`src/rtl/tdc_seq_if.sv`:
```
// Result port of the TDC measurement sequencer: valid/ready handshake plus burst statistics.
// The master (sequencer) drives the statistics; the slave (consumer) returns ready.
interface tdc_seq_if #(
  parameter int T_W = 20,
  parameter int N_W = 8
);
  logic               res_valid;
  logic               res_ready;
  logic [T_W+N_W-1:0] res_sum;
  logic [T_W-1:0]     res_min;
  logic [T_W-1:0]     res_max;
  logic [N_W-1:0]     res_cnt;
  logic [N_W-1:0]     res_to_cnt;

  modport master (
    output res_valid, res_sum, res_min, res_max, res_cnt, res_to_cnt,
    input  res_ready
  );

  modport slave (
    input  res_valid, res_sum, res_min, res_max, res_cnt, res_to_cnt,
    output res_ready
  );
endinterface

```
`src/rtl/tdc_seq.sv`:
```
// Burst measurement sequencer for the multi-phase TDC: gates arm (TDC mod), times out
// each measurement and accumulates sum/min/max/success/timeout counts per burst.
module tdc_seq #(
  parameter int T_W     = 20,
  parameter int N_W     = 8,
  parameter int TO_W    = 16,
  parameter int GAP_CYC = 4
) (
  input  logic            clk,
  input  logic            rst,
  input  logic            start,
  input  logic [N_W-1:0]  num_meas,
  input  logic [TO_W-1:0] timeout,
  output logic            arm,
  input  logic [T_W-1:0]  tdc_time,
  input  logic            tdc_dval,
  output logic            busy,
  output logic            cmd_err,
  tdc_seq_if.master       res
);
  localparam int G_W = (GAP_CYC > 1) ? $clog2(GAP_CYC) : 1;

  typedef enum logic [1:0] {S_IDLE, S_WAIT, S_GAP, S_DONE} state_t;

  state_t state_reg, state_next;

  logic               start_q_reg;
  logic [N_W-1:0]     num_reg;
  logic [TO_W-1:0]    to_val_reg;
  logic [TO_W-1:0]    timer_reg;
  logic [G_W-1:0]     gap_reg;
  logic [T_W+N_W-1:0] sum_reg;
  logic [T_W-1:0]     min_reg;
  logic [T_W-1:0]     max_reg;
  logic [N_W-1:0]     cnt_reg;
  logic [N_W-1:0]     to_cnt_reg;

  logic arm_reg, busy_reg, cmd_err_reg, valid_reg;
  logic arm_next, busy_next, cmd_err_next, valid_next;

  logic           start_edge;
  logic           hit;
  logic           expire;
  logic           gap_end;
  logic [N_W:0]   done_cnt;

  // A start held across reset must be released and re-asserted to launch a burst.
  assign start_edge = start & ~start_q_reg;
  assign hit        = (state_reg == S_WAIT) && tdc_dval;
  assign expire     = (state_reg == S_WAIT) && !tdc_dval && (timer_reg == '0);
  assign gap_end    = (state_reg == S_GAP) && (gap_reg == '0);
  assign done_cnt   = {1'b0, cnt_reg} + {1'b0, to_cnt_reg};

  // State and registered control outputs
  always_ff @(posedge clk or negedge rst) begin
    if (!rst) begin
      state_reg   <= S_IDLE;
      arm_reg     <= 1'b0;
      busy_reg    <= 1'b0;
      cmd_err_reg <= 1'b0;
      valid_reg   <= 1'b0;
    end else begin
      state_reg   <= state_next;
      arm_reg     <= arm_next;
      busy_reg    <= busy_next;
      cmd_err_reg <= cmd_err_next;
      valid_reg   <= valid_next;
    end
  end

  always_comb begin
    state_next = state_reg;
    unique case (state_reg)
      S_IDLE: if (start_edge && (num_meas != '0)) state_next = S_WAIT;
      S_WAIT: if (hit || expire) state_next = S_GAP;
      S_GAP: begin
        if (gap_end) state_next = (done_cnt < {1'b0, num_reg}) ? S_WAIT : S_DONE;
      end
      S_DONE: if (res.res_ready) state_next = S_IDLE;
      default: state_next = S_IDLE;
    endcase
  end

  // Outputs are decoded from the next state so they land in registers aligned with it.
  always_comb begin
    arm_next     = (state_next == S_WAIT);
    busy_next    = (state_next != S_IDLE);
    valid_next   = (state_next == S_DONE);
    cmd_err_next = (state_reg == S_IDLE) && start_edge && (num_meas == '0);
  end

  always_ff @(posedge clk or negedge rst) begin
    if (!rst) begin
      start_q_reg <= 1'b1;
      num_reg     <= '0;
      to_val_reg  <= '0;
      timer_reg   <= '0;
      gap_reg     <= '0;
      sum_reg     <= '0;
      min_reg     <= '1;
      max_reg     <= '0;
      cnt_reg     <= '0;
      to_cnt_reg  <= '0;
    end else begin
      start_q_reg <= start;
      unique case (state_reg)
        S_IDLE: begin
          if (state_next == S_WAIT) begin
            num_reg    <= num_meas;
            to_val_reg <= timeout;
            timer_reg  <= timeout;
            sum_reg    <= '0;
            min_reg    <= '1;
            max_reg    <= '0;
            cnt_reg    <= '0;
            to_cnt_reg <= '0;
          end
        end
        S_WAIT: begin
          if (hit) begin
            sum_reg <= sum_reg + {{N_W{1'b0}}, tdc_time};
            cnt_reg <= cnt_reg + 1'b1;
            if (tdc_time < min_reg) min_reg <= tdc_time;
            if (tdc_time > max_reg) max_reg <= tdc_time;
            gap_reg <= G_W'(GAP_CYC - 1);
          end else if (expire) begin
            to_cnt_reg <= to_cnt_reg + 1'b1;
            gap_reg    <= G_W'(GAP_CYC - 1);
          end else begin
            timer_reg <= timer_reg - 1'b1;
          end
        end
        S_GAP: begin
          // Timer reloads here so the next WAIT window starts from the full timeout.
          if (gap_reg != '0) gap_reg <= gap_reg - 1'b1;
          else               timer_reg <= to_val_reg;
        end
        default: ;
      endcase
    end
  end

  assign arm            = arm_reg;
  assign busy           = busy_reg;
  assign cmd_err        = cmd_err_reg;
  assign res.res_valid  = valid_reg;
  assign res.res_sum    = sum_reg;
  assign res.res_min    = min_reg;
  assign res.res_max    = max_reg;
  assign res.res_cnt    = cnt_reg;
  assign res.res_to_cnt = to_cnt_reg;
endmodule

```
`src/flat_wrapper.sv`:
```
// flat-port wrapper written by rule: the top's interface ports become plain ports
module tdc_seq_flat 
#(
  parameter int T_W     = 20,
  parameter int N_W     = 8,
  parameter int TO_W    = 16,
  parameter int GAP_CYC = 4
)
  (clk, rst, start, num_meas, timeout, arm, tdc_time, tdc_dval, busy, cmd_err, res_res_valid, res_res_sum, res_res_min, res_res_max, res_res_cnt, res_res_to_cnt, res_res_ready);
  tdc_seq_if #(.T_W(T_W), .N_W(N_W)) res_i ();
  input  logic clk;
  input  logic rst;
  input  logic start;
  input  logic [N_W-1:0] num_meas;
  input  logic [TO_W-1:0] timeout;
  output logic arm;
  input  logic [T_W-1:0] tdc_time;
  input  logic tdc_dval;
  output logic busy;
  output logic cmd_err;
  output wire logic [$bits(res_i.res_valid)-1:0] res_res_valid;
  output wire logic [$bits(res_i.res_sum)-1:0] res_res_sum;
  output wire logic [$bits(res_i.res_min)-1:0] res_res_min;
  output wire logic [$bits(res_i.res_max)-1:0] res_res_max;
  output wire logic [$bits(res_i.res_cnt)-1:0] res_res_cnt;
  output wire logic [$bits(res_i.res_to_cnt)-1:0] res_res_to_cnt;
  input wire logic [$bits(res_i.res_ready)-1:0] res_res_ready;
  assign res_res_valid = res_i.res_valid;
  assign res_res_sum = res_i.res_sum;
  assign res_res_min = res_i.res_min;
  assign res_res_max = res_i.res_max;
  assign res_res_cnt = res_i.res_cnt;
  assign res_res_to_cnt = res_i.res_to_cnt;
  assign res_i.res_ready = res_res_ready;
  tdc_seq #(.T_W(T_W), .N_W(N_W), .TO_W(TO_W), .GAP_CYC(GAP_CYC)) u_core (.clk(clk), .rst(rst), .start(start), .num_meas(num_meas), .timeout(timeout), .arm(arm), .tdc_time(tdc_time), .tdc_dval(tdc_dval), .busy(busy), .cmd_err(cmd_err), .res(res_i));
endmodule
```
`config.mk`:
```
export PLATFORM = sky130hd
export DESIGN_NAME = tdc_seq_flat
export DESIGN_NICKNAME = d
export VERILOG_FILES = /design/src/rtl/tdc_seq_if.sv /design/src/rtl/tdc_seq.sv /design/src/flat_wrapper.sv
export SDC_FILE = /design/constraint.sdc
export NUM_CORES = 1
export LEC_CHECK = 0
export CORE_AREA = 2 2 131 133
export CTS_CLUSTER_SIZE = 30
export DETAILED_ROUTE_END_ITERATION = 12
export DIE_AREA = 0 0 133 135
export HOLD_SLACK_MARGIN = 0.02
export PLACE_DENSITY = 0.77
export SYNTH_ARGS = -nofsm -noshare
export SYNTH_HDL_FRONTEND = slang
export SYNTH_SLANG_ARGS = --single-unit
```
`constraint.sdc`:
```
create_clock -name clk -period 4.6 [get_ports clk]
set_input_delay 0.46 -clock clk [delete_from_list [all_inputs] [get_ports clk]]
set_output_delay 0.46 -clock clk [all_outputs]
set_load 0.02 [all_outputs]
```
# Word-level counts from Yosys, hierarchy flattened
# Index checks and enable logic that the tools add are counted.
[totals]
register_bits = 133
inputBits = 49
out_inout_bits = 88
word_cells = 99
[classes]
n_addsub = 6
n_lt_le_gt_ge = 3
n_eq_ne = 15
mux = 32
n_bitwise = 2
n_reduce_logical = 26
[ops]
columns = ["operator", "n"]
rows = [
  ["$mux 20", 6],
  ["$pmux 20 s2", 2],
  ["$mux 16", 4],
  ["$mux 28", 2],
  ["$pmux 28 s2", 1],
  ["$pmux 16 s3", 1],
  ["$mux 8", 4],
  ["$pmux 8 s2", 2],
  ["$add 28x20->28", 1],
  ["$gt 20x20->1", 1],
  ["$lt 20x20->1", 1],
  ["$add 8x1->8 const B", 2],
  ["$logic_not 16->1", 1],
  ["$mux 2", 8],
  ["$sub 16x1->16 const B", 1],
  ["$ne 2x2->1 const B", 6],
  ["$reduce_and 4->1", 3],
  ["$add 8x8->9", 1],
  ["$lt 9x8->1", 1],
  ["$logic_not 8->1", 1],
  ["$pmux 2 s4", 1],
  ["$reduce_bool 2->1", 4],
  ["$reduce_bool 8->1", 1],
  ["$logic_and 1x1->1", 7],
  ["15 further kinds", 22],
]

# Longest topological paths before layout
[logic_depth]
word_depth = 9
mapped_depth = 18
depth_no_buf = 16

# Worst setup path before layout
# Ideal clock, no wire load.
[synth_path]
path_type = "reg2reg"
start = "register u_core.cnt_reg[0] (netlist: u_core.res.res_cnt[0])"
end = "register u_core.num_reg[0]"
setup_time_ns = 0.125
t_arrival_ns = 3.719
path_slack_ns = 0.756
path_stages_with_launch = 18
n_path_buf = 1
cell_sequence = "dfrtp_1 > ha_1 > inv_1 > fa_1 > nor2b_1 > o31a_1 > o31ai_1 > xnor2_1 > ha_1 > a211oi_1 > nand2_1 > a21oi_1 > a31oi_1 > nor2_1 > nor2_1 > nor3_1 > buf_2 > mux2_2"
[synth_between]
elab_chain_cells = 7
[synth_rtl]
columns = ["item", "line", "text"]
rows = [
  ["from (decl)", "tdc_seq.sv:35", "logic [N_W-1:0] cnt_reg;"],
  ["from (signal assigned)", "tdc_seq.sv:122", "cnt_reg <= cnt_reg + 1'b1;"],
  ["$add 8x8->9", "tdc_seq.sv:52", "assign done_cnt = {1'b0, cnt_reg} + {1'b0, to_cnt_reg};"],
  ["$lt 9x8->1", "tdc_seq.sv:77", "if (gap_end) state_next = (done_cnt < {1'b0, num_reg}) ? S_WAIT : S_DONE;"],
  ["$mux 2 (2 in a row)", "tdc_seq.sv:77", ""],
  ["$pmux 2 s4", "tdc_seq.sv:73", "unique case (state_reg)"],
  ["named net u_core.state_next[1]", "tdc_seq.sv:25", "state_t state_reg, state_next;"],
  ["$eq 2x1->1", "tdc_seq.sv:108", "if (state_next == S_WAIT) begin"],
  ["$reduce_and 2->1 (no source line)", "-", ""],
  ["to (signal assigned)", "tdc_seq.sv:109", "num_reg <= num_meas;"],
  ["to (decl)", "tdc_seq.sv:28", "logic [N_W-1:0] num_reg;"],
]
# The timed path passes the listed nets, and every way through them passes these cells.
# A chain may end at the register's enable or synchronous reset.

# Final worst setup path
[layout_path]
start = "register u_core.cnt_reg[0] (netlist: u_core.res.res_cnt[0])"
end = "register u_core.min_reg[14] (netlist: u_core.res.res_min[14])"
[layout_between]
elab_chain_cells = 8
[layout_rtl]
columns = ["item", "line", "text"]
rows = [
  ["$add 8x8->9", "tdc_seq.sv:52", ""],
  ["$lt 9x8->1", "tdc_seq.sv:77", ""],
  ["$mux 2 (2 in a row)", "tdc_seq.sv:77", ""],
  ["$pmux 2 s4", "tdc_seq.sv:73", ""],
  ["$eq 2x1->1", "tdc_seq.sv:108", ""],
  ["$ne 2x1->1 (no source line)", "-", ""],
  ["$reduce_and 4->1 (no source line)", "-", ""],
  ["to (signal assigned)", "tdc_seq.sv:123", "if (tdc_time < min_reg) min_reg <= tdc_time;"],
  ["to (decl)", "tdc_seq.sv:33", "logic [T_W-1:0] min_reg;"],
]
# No other way between the ends.

==> results by group <==
Outcome
  – Run status: complete, no violations

Setup path
  – Crit. End Element: register
  – Worst-case reg-to-reg path depth: 18
  – CP Launch Type: register
  – R2r startpoint: u_core.res.res_cnt[0]
  – Critical path destination: u_core.res.res_min[14]
  – Signal arrival time at the worst endpoint: 4.55 ns
  – Register-to-register setup slack: 0.40 ns
  – Crit-path max FO: 14
  – RR Endpoint: u_core.res.res_min[14]
  – Critical path launch point: u_core.res.res_cnt[0]
  – Critical path class: register to register
  – Worst EP required: 4.94 ns

Clock network
  – Clk buf depth: 2
  – Root buf cell: clkbuf_16
  – Hold buffer count at CTS: 0
  – CTS buffer count: 17
  – Setup Buffers After CTS: 0
  – CTS tree: done
  – Clock-pin slew on the worst setup and hold paths: 0.06 ns
  – Resized cells post-CTS: 0
  – H-tree Lvls: 4
  – Latest clock arrival within the worst-skew pair: 0.43 ns
  – Clock sinks: 133

STA
  – Setup_tns: 0 ns
  – Slew headroom: 30.6%
  – Fmax achieved: 0.238 GHz
  – Max Transition Viols Final: 0
  – Final setup vio count: 0
  – Final period util: 91.4%
  – Final hold vios: 0
  – RSZ-0062 raised after global routing: false
  – Min Tclk post-route: ~4.2 ns
  – Worst Clk Skew: 0.0130 ns
  – Least-Margin Pin Slew: 1.04 ns

Floorplan
  – Core Region: 16400 sq um
  – Die Ht: 135 um
  – I/O pin total: 137
  – Initial Util: between 50% and 60%
  – Die area: ~18000 sq um
  – Die Wd: ~130 um
  – Cell row count: 47

GRT
  – Initial antenna violation count: 0
  – Vias in the first global route: slightly below 7000
  – First-pass GRT wire length: 34.8 mm
  – Pin count of the biggest net entering global routing: 57
  – Congestion Overflow GR: 0
  – Total global routing track utilization: 24.3%

Power
  – Static leakage: slightly above 0.005 uW
  – P per Cell Area: 693 nW/um^2
  – VDD IR max: 0.320 mV

Placed design
  – DP Wirelength: 15.0 mm
  – Buffers on Ports: between 100 and 150
  – Final Wtd Congestion: 0.882
  – Dpl cell area: 10300 sq um

Layout
  – Design area: about 11000 sq um
  – Area growth syn-to-layout: 24.8%
  – Antenna Diode Count: 0
  – Max FFs per register: 28
  – Nets: 1182
  – Layout cells sized above 1: a little under an eighth

Synthesis
  – Number of flops mapped to enable cells by yosys: 0
  – Async S/R FF share, synth: 100%
  – Yosys synthesis warning count: 0
  – Mapped Area: slightly below 9000 sq um
  – Commonest cells in the netlist: dfrtp_1 (112), nand2_1 (85), ha_1 (84), nor2_1 (68), inv_1 (66)
  – Leading area contributor after synthesis: dfrtp_1
  – Synth Net Count: 1049
  – Most frequent cell after synthesis: dfrtp_1
  – Synth Area per Inst: 9.57 sq um
  – Synth cell types: 61
  – Sequential share of the synthesized area: a little under two fifths
  – Post-synth top flop: dfrtp_1
  – Post-Synthesis Cells: a little over 900
  – Post-synthesis register bit count: 133
  – Top cells by area, synth: dfrtp_1 (32%), ha_1 (12%), dfstp_2 (6.3%)
  – Area share of the largest cell type after synthesis: 32.1%

Routing
  – Residual DRC: 0
  – TritonRoute pass-1 iters: 5
  – Drt wl/cell: 16.7 um
  – Iteration-0 DRC Markers: 459
  – DR vias: 7194
  – Antenna viol nets, final: 0
  – Post-Route WL: 21.4 mm
  – Via-to-Cell Ratio: 5.62

Run
  – Max_cap viols: 0

Worst hold path
  – Hold Path Class: primary input to asynchronous set/reset pin
==> cell type report <==
| cell class | instances | area, sq um |
|---|---|---|
| repair buffers | 149 | 1460 |
| flip-flops and latches | 133 | 3350 |
| fillers | 1287 | 5500 |
| well taps | 220 | 275 |
| clock inverters | 12 | 153 |
| inverters | 66 | 248 |
| multi-input cells | 680 | 4960 |
| clock buffers | 20 | 467 |
==> cells in the final DEF (no fill, tap or decap), types with 8 or more instances in the layout <==
| cell | instances |
|---|---|
| clkdlybuf4s50_1 | 135 |
| dfrtp_1 | 112 |
| nand2_1 | 85 |
| ha_1 | 83 |
| nor2_1 | 68 |
| inv_1 | 66 |
| a21oi_1 | 62 |
| o21ai_0 | 46 |
| mux2i_1 | 36 |
| mux2_2 | 33 |
| nand3_1 | 22 |
| dfstp_2 | 21 |
| xor2_1 | 18 |
| a21o_1 | 17 |
| clkbuf_16 | 17 |
| xnor2_1 | 16 |
| o31ai_1 | 15 |
| a22o_1 | 15 |
| o211ai_1 | 14 |
| buf_4 | 14 |
| and3_1 | 12 |
| a22oi_1 | 12 |
| nor3_1 | 11 |
| nor2b_1 | 9 |
| o21a_1 | 9 |
| a211oi_1 | 9 |
| nand4_1 | 8 |
==> per-stage QoR <==
stage | power, uW | cells | setup slack (ns) | hold slack [ns] | util [%]
final | 7560 | 1280 | 0.395 | 0.0992 | 66.5
after global routing | 8070 | 1280 | 0.0536 | 0.170 | 66.5
after global placement | 6040 | 1248 | 0.619 | 0.491 | 62.7
after detailed placement | 6110 | 1248 | 0.479 | 0.495 | 62.7
after CTS | 7590 | 1280 | 0.440 | 0.130 | 66.5
after floorplan | 4930 | 914 | 0.756 | 0.164 | -
==> cells by family (layout without fill, tap and decap cells) <==
| logic type | after synthesis | count (layout) | share of synthesized area, % |
|---|---|---|---|
| and+or+nand+nor | 253 | 253 | 13.7 |
| AOI/OAI and AO/OA | 231 | 231 | 17.4 |
| DFF | 133 | 133 | 38.4 |
| buffers and inverters | 101 | 247 | 5.05 |
| adders and majority gates | 86 | 86 | 12.5 |
| muxes | 76 | 76 | 9.53 |
| xor gates and xnor gates | 34 | 34 | 3.41 |
==> routing by layer <==
metal,share of wire [%],global-route usage (%),vias to the layer above
li1,-,-,3555
met1,48,34.2,3413
met2,46,38.9,201
met3,4.6,4.05,25
met4,1.3,6.63,0
met5,0,0,-
==> worst max-delay path: stages, from the launching register on <==
cell	delay, ns
dfrtp_1	0.45
ha_1	0.21
inv_1	0.06
fa_1	0.40
nor2b_1	0.18
o31a_1	0.19
o31ai_1	0.10
xnor2_1	0.14
ha_1	0.29
a211oi_1	0.20
nand2_1	0.08
a21oi_1	0.19
a311oi_1	0.14
o31ai_2	0.28
buf_4	0.25
and2_1	0.23
nand3b_4	0.27
buf_4	0.29
mux2i_1	0.18
==> power breakdown <==
part,total (uW),switching (uW),leakage [uW],internal [uW]
clock network,1430,533,0.000294,893
registers,2060,370,0.00166,1690
logic,4070,2260,0.00310,1810
==> worst min-delay path by stage <==
stage | start | endpoint | slack (ns)
after floorplan | rst | u_core.arm | 0.16
after global placement | u_core.to_val_reg[11] | u_core.to_val_reg[11] | 0.49
after detailed placement | u_core.res.res_min[1] | u_core.res.res_min[1] | 0.49
after CTS | rst | u_core.busy | 0.13
after global routing | rst | u_core.res.res_valid | 0.17
final | rst | u_core.num_reg[1] | 0.1
No activity file was read; power rests on OpenSTA's default activity.
